$ cat config.mk
export PLATFORM = sky130hd
export DESIGN_NAME = spmp_entry
export DESIGN_NICKNAME = d
export VERILOG_FILES = /design/src/rtl/spmp_seq_checker.sv
export SDC_FILE = /design/constraint.sdc
export NUM_CORES = 1
export LEC_CHECK = 0
export ABC_AREA = 1
export BUFFER_PORTS_ARGS = -buffer_cell sky130_fd_sc_hd__buf_2
export CAP_MARGIN = 20
export CELL_PAD_IN_SITES_DETAIL_PLACEMENT = 1
export CELL_PAD_IN_SITES_GLOBAL_PLACEMENT = 2
export CORE_UTILIZATION = 25
export DETAILED_ROUTE_END_ITERATION = 6
export PLACE_DENSITY_LB_ADDON = 0.08
export SYNTH_ARGS = -nofsm -noshare
export SYNTH_HDL_FRONTEND = slang
export SYNTH_SLANG_ARGS = --single-unit
$ cat constraint.sdc
create_clock -name vclk -period 2.12
set_clock_uncertainty 0.1 [all_clocks]
set_input_delay 0.318 -clock vclk [all_inputs]
set_output_delay 0.318 -clock vclk [all_outputs]
set_load 0.005 [all_outputs]
$ cat src/rtl/spmp_seq_checker.sv
// Sequential S-mode PMP checker: one shared address matcher walks the
// entries in ascending order, one per cycle; the lowest matching index wins.

package riscv;
    typedef enum logic [1:0] {
        PRIV_LVL_U = 2'b00,
        PRIV_LVL_S = 2'b01,
        PRIV_LVL_M = 2'b11
    } priv_lvl_t;

    typedef enum logic [1:0] {
        OFF   = 2'b00,
        TOR   = 2'b01,
        NA4   = 2'b10,
        NAPOT = 2'b11
    } pmp_addr_mode_t;

    typedef logic [53:0] spmpaddr_t;
endpackage

module spmp_entry
    import riscv::*;
#(
    parameter int unsigned PLEN = 56
) (
    input  logic [PLEN-1:0] addr,
    input  logic [PLEN-3:0] spmpaddr,
    input  logic [PLEN-3:0] prev,
    input  pmp_addr_mode_t  mode,
    output logic            match
);
    logic [PLEN-3:0] word;
    logic [PLEN-3:0] napot_care;

    assign word = addr[PLEN-1:2];
    // Trailing ones of spmpaddr plus the bit above them are "don't care".
    assign napot_care = ~(spmpaddr ^ (spmpaddr + (PLEN-2)'(1)));

    always_comb begin
        match = 1'b0;
        unique case (mode)
            OFF:   match = 1'b0;
            TOR:   match = (word >= prev) && (word < spmpaddr);
            NA4:   match = (word == spmpaddr);
            NAPOT: match = ((word ^ spmpaddr) & napot_care) == '0;
            default: match = 1'b0;
        endcase
    end
endmodule


==> impl_metrics.yaml, run 1 <==
sta:
  slew_headroom_pct: 75.3
  slew_violations: 0
  setup_violations: 1
  fin_setup_tns_ps: -269
  final-hold-violation-count: 0
  rsz0062_at_grt: "yes"
  period_share_pct: 113
  tightest_slew_ps: 368
  finalCriticalPeriod_ps: 2390
  setup_ws_ps: -269
  max_clock_freq_ghz: 0.419
synthesis:
  yosys.area.top_type: "ha_1"
  synth_compound_area_share_pct: 10.9
  syn_inst: 850
  muxShareOfSynthArea_pct: 0
  synthSimpleGateAreaFrac_pct: 43.9
  yosysMostFrequentCell: "nand2_1"
  synthDominantCellAreaShare_pct: 30.4
  yosys.area_share.adder_pct: 30.4
  yosysSeqAreaShare_pct: 0
  ys_top_cells_by_count: "262 x nand2_1, 176 x inv_1, 133 x nor2_1, 109 x ha_1, 51 x a21oi_1"
  syn_area_um2: 4490
  synthTopCellsByArea: "ha_1 30%, nand2_1 22%, inv_1 15%"
  synth_fp_nets: 1125
  synth_top_family_by_area: "simple AND/OR/NAND/NOR gates"
  synth_xor_area_share_pct: 0
  yosys_warnings: 0
  synth_cell_types: 24
  syn_area_per_cell_um2: 5.28
worst_setup_path:
  critPathCaptureType: "output port"
  startpoint_type: "input port"
  crit_type: "in -> out"
  critPathRequiredTime_ps: 1700
  slowest_stage: "nor3_2"
  critPathMaxFanout: 3
  critPathArrivalTime_ps: 1970
  cp_slowest_stage_delay_ps: 210
  crit_chain: "buf_2 -> nand2_2 -> nor2_4 -> nand2_4 -> buf_4 -> o21bai_1 -> nand2_1 -> nor2_2 -> nand3_2 -> nor3_2 -> nand4_1 -> nand3_2 -> buf_2"
die:
  die_area_um2: 18500
  start_util_pct: 25.8
  rows: 48
  core-area_um2: 17400
  ioPinCount: 167
  die_w_um: 136
  die_h_um: 136
layout:
  multiInputGateArea_um2: 5210
  syn2layout_area_growth_pct: 91.7
  nFillCells: 2300
  drive_above_1_share_pct: 49.2
  design.seq.count: 0
  nClkBuffers: 0
  regArea_um2: 0
  layout.nets: 1476
  diodes: 0
pwr:
  power.leakage_nw: 4.55
  powerDensity_nw_per_um2: 188
  ir_drop_mv: 0.0934
route:
  routedWlPerCell_um: 14.6
  drc: 0
  vias: 6397
  wl_mm: 20.8
  ant_nets: 0
  drt_iter0_markers: 110
  via_per_inst: 4.49
  firstDrtPassIters: 4
clocking:
  holdBufCountCts: 0
global_route:
  grt_max_degree: 6
  grt_pass1_wl_mm: 32.2
  grt_usage_pct: 21.8
  antenna_found_initial: 0
  grt_pass1_vias: 6756
  overflow: 0
placed_design:
  gp_congestion: 0.850
  place_ws_ps: -796
  dp_hpwl_mm: 17.6
  port_buffers: 165
worst_hold_path:
  hold_class: "in -> out"
run_status:
  status: "finished with violations"
  violations: "setup timing"
run:
  cap_viol_max_count: 0
==> power breakdown <==
group          total [mW]  switching (mW)  internal, mW  leakage [nW]
sequential              0               0             0             0
combinational        1.62           0.806         0.812          4.55
clock                   0               0             0             0
==> cells by family (layout without fill, tap and decap cells) <==
| kind of cell | after synthesis | count (layout) |
|---|---|---|
| AND/OR/NAND/NOR | 475 | 475 |
| buffers and inverters | 177 | 526 |
| adder cells (fa/ha/maj) | 109 | 109 |
| AO/OA/AOI/OAI | 89 | 89 |
==> metrics by stage <==
stage	util (%)	instances	power [mW]	cell area [µm²]	hold WS (ps)
6_report	49.4	1424	1.62	8600	995
2_1_floorplan	-	850	0.562	4490	686
3_3_place_gp	39.2	1404	1.22	6830	1010
3_5_place_dp	39.2	1404	1.23	6830	1000
4_1_cts	45.4	1417	1.47	7910	976
5_1_grt	49.4	1424	1.81	8600	1030
==> layout make-up <==
| class | count | share of cell area, % |
|---|---|---|
| tap | 225 | 3.27 |
| multi-input combinational | 673 | 60.6 |
| timing repair buffer | 349 | 28.4 |
| inverter | 177 | 7.78 |
==> metal layers <==
metal	vias up	wire [µm]	track usage [%]
met1	2904	9230	27.5
li1	3371	-	-
met3	8	613	0.708
met4	0	147	1.42
met5	-	0	0
met2	114	10800	42.3
==> critical path, delay by kind of cell <==
kind / cells / cell delay, ps
AOI/OAI and AO/OA: 1 / 110
buffers and inverters: 3 / 400
and+or+nand+nor: 9 / 1160
==> cell usage in the layout (no fill, tap or decap), types with 9 or more instances in the layout <==
| cell type | netlist | layout |
|---|---|---|
| nor2_4 | 4 | 34 |
| inv_2 | 1 | 23 |
| nand3_1 | 31 | 15 |
| nand2_1 | 262 | 202 |
| inv_1 | 176 | 152 |
| nand4_1 | 9 | 9 |
| buf_4 | 0 | 179 |
| o21bai_1 | 10 | 10 |
| ha_1 | 109 | 64 |
| nand3_2 | 0 | 16 |
| nor2_2 | 6 | 36 |
| nand2_4 | 0 | 19 |
| o21ai_0 | 19 | 17 |
| buf_6 | 0 | 28 |
| ha_4 | 0 | 45 |
| nor2_1 | 133 | 73 |
| nand2_2 | 5 | 44 |
| a21oi_1 | 51 | 46 |
| buf_2 | 0 | 132 |
==> path summary, 6_finish.rpt <==
kind	slack [ps]	cells past startpoint	to	startpoint
worst max-delay path	-270	13	match	spmpaddr[12]
worst min-delay path	1000	4	match	mode[1]
==> what timing repair did <==
action / in CTS / in global routing
pin swaps: 83 / 74
setup buffers: 14 / 7
resized for setup: 212 / 143
setup endpoints to repair: 1 / 1
Note: power is estimated with default switching activity, not from simulation.
==> run 2: changes to the inputs <==
--- a/config.mk
+++ b/config.mk
@@ -6,12 +6,12 @@
 export NUM_CORES = 1
 export LEC_CHECK = 0
 export ABC_AREA = 1
-export BUFFER_PORTS_ARGS = -buffer_cell sky130_fd_sc_hd__buf_2
-export CAP_MARGIN = 20
 export CELL_PAD_IN_SITES_DETAIL_PLACEMENT = 1
 export CELL_PAD_IN_SITES_GLOBAL_PLACEMENT = 2
-export CORE_UTILIZATION = 25
+export CORE_UTILIZATION = 32
 export DETAILED_ROUTE_END_ITERATION = 6
+export DONT_BUFFER_PORTS = 1
+export GPL_ROUTABILITY_DRIVEN = 0
 export PLACE_DENSITY_LB_ADDON = 0.08
 export SYNTH_ARGS = -nofsm -noshare
 export SYNTH_HDL_FRONTEND = slang
==> impl_metrics.yaml, run 2 (synthesis results as in run 1) <==
run_status:
  status: "finished with violations"
  violations: "setup timing"
sta:
  holdWs_ps: 739
  setup_ws_ps: -117
  setup_violations: 1
  slew_violations: 0
  period_share_pct: 106
  slew_headroom_pct: 69.4
  tightest_slew_ps: 454
  final-hold-violation-count: 0
  max_clock_freq_ghz: 0.447
  rsz0062_at_grt: "yes"
  finalCriticalPeriod_ps: 2240
route:
  ant_nets: 0
  vias: 5397
  drc: 0
  routedWlPerCell_um: 15.3
  via_per_inst: 4.95
  wl_mm: 16.7
  drt_iter0_markers: 124
  firstDrtPassIters: 4
global_route:
  grt_pass1_vias: 5715
  grt_usage_pct: 22.8
  grt_max_degree: 7
  grt_pass1_wl_mm: 26.6
  overflow: 0
  antenna_found_initial: 1
worst_setup_path:
  crit_type: "in -> out"
  startpoint_type: "input port"
  critPathCaptureType: "output port"
  slowest_stage: "ha_4"
  crit_start: "prev[43]"
  critPathRequiredTime_ps: 1700
  critPathArrivalTime_ps: 1820
  cp_common_cell: "nand3_1"
  critPathMaxFanout: 2
  cp_slowest_stage_delay_ps: 260
  crit_chain: "inv_12 -> ha_4 -> nand2_4 -> nor2_4 -> nand4_1 -> buf_4 -> nor2_2 -> nand3_1 -> nand2_1 -> nand3b_1 -> nand3_1 -> nand3_1 -> nand3_2"
placed_design:
  dp_hpwl_mm: 15.5
  port_buffers: 0
pwr:
  powerDensity_nw_per_um2: 167
  ir_drop_mv: 0.0692
  power_uw: 911
  power.leakage_nw: 3.02
worst_hold_path:
  holdPathStages: 2
  holdPathEnd: "match"
  hold_class: "in -> out"
  hold_start: "mode[1]"
die:
  die_w_um: 120
  start_util_pct: 33.4
  die_area_um2: 14500
  ioPinCount: 167
  die_h_um: 120
  core-area_um2: 13500
  rows: 42
layout:
  syn2layout_area_growth_pct: 21.7
  final_common_cell: "nand2_1"
  layout_common_cells: "256 x nand2_1, 170 x inv_1, 106 x nor2_1, 102 x ha_1, 64 x buf_4"
  drive_above_1_share_pct: 14.7
  layout.nets: 1191
  design.seq.count: 0
  diodes: 0
  nClkBuffers: 0
  regArea_um2: 0
run:
  cap_viol_max_count: 0
## run 2: what timing repair did
item,CTS,global route
hold buffers,0,0
setup endpoints to repair,1,1
gates resized for setup,44,27
setup buffers,4,0
cloned,0,0
pin swaps,22,17
## run 2: how the worst max path moves through the flow
stage / end / depth (start not counted)
finish: match / 13
global route: match / 12
floorplan: match / 12
global placement: match / 11
CTS: match / 12
detailed placement: match / 11
## run 2: through the flow
step	std cells	instance area (µm²)	worst slack [ps]	utilization, %	setup TNS, ps
2_1_floorplan	850	4490	154	-	0
6_report	1090	5460	-117	40.6	-117
5_1_grt	1090	5460	-177	40.6	-177
3_5_place_dp	1086	5160	-283	38.3	-283
4_1_cts	1090	5380	-87.7	40.0	-87.7
3_3_place_gp	1086	5160	-284	38.3	-284
## run 2: area by class of cell
class	instances	area [µm²]
fill	1927	7990
inverter	177	687
multi-input combinational	673	4070
tap	176	220
timing repair buffer	64	480
## run 2: power breakdown
group | internal (mW) | total [mW] | switching, mW | leakage (nW)
clock network | 0 | 0 | 0 | 0
logic | 0.407 | 0.911 | 0.503 | 3.02
registers | 0 | 0 | 0 | 0
total | 0.407 | 0.911 | 0.503 | 3.02
## run 2: critical path, delay by kind of cell
family,cells,cell delay (ps)
and+or+nand+nor,10,990
adders and majority gates,1,260
buffers and inverters,2,250
## run 2: layer usage
metal	wire (µm)	part of all wire [%]	GRT usage (%)
met1	7440	45	27.8
met2	8380	50	44.1
met3	696	4.2	1.84
met4	193	1.2	2.47
met5	0	0	0
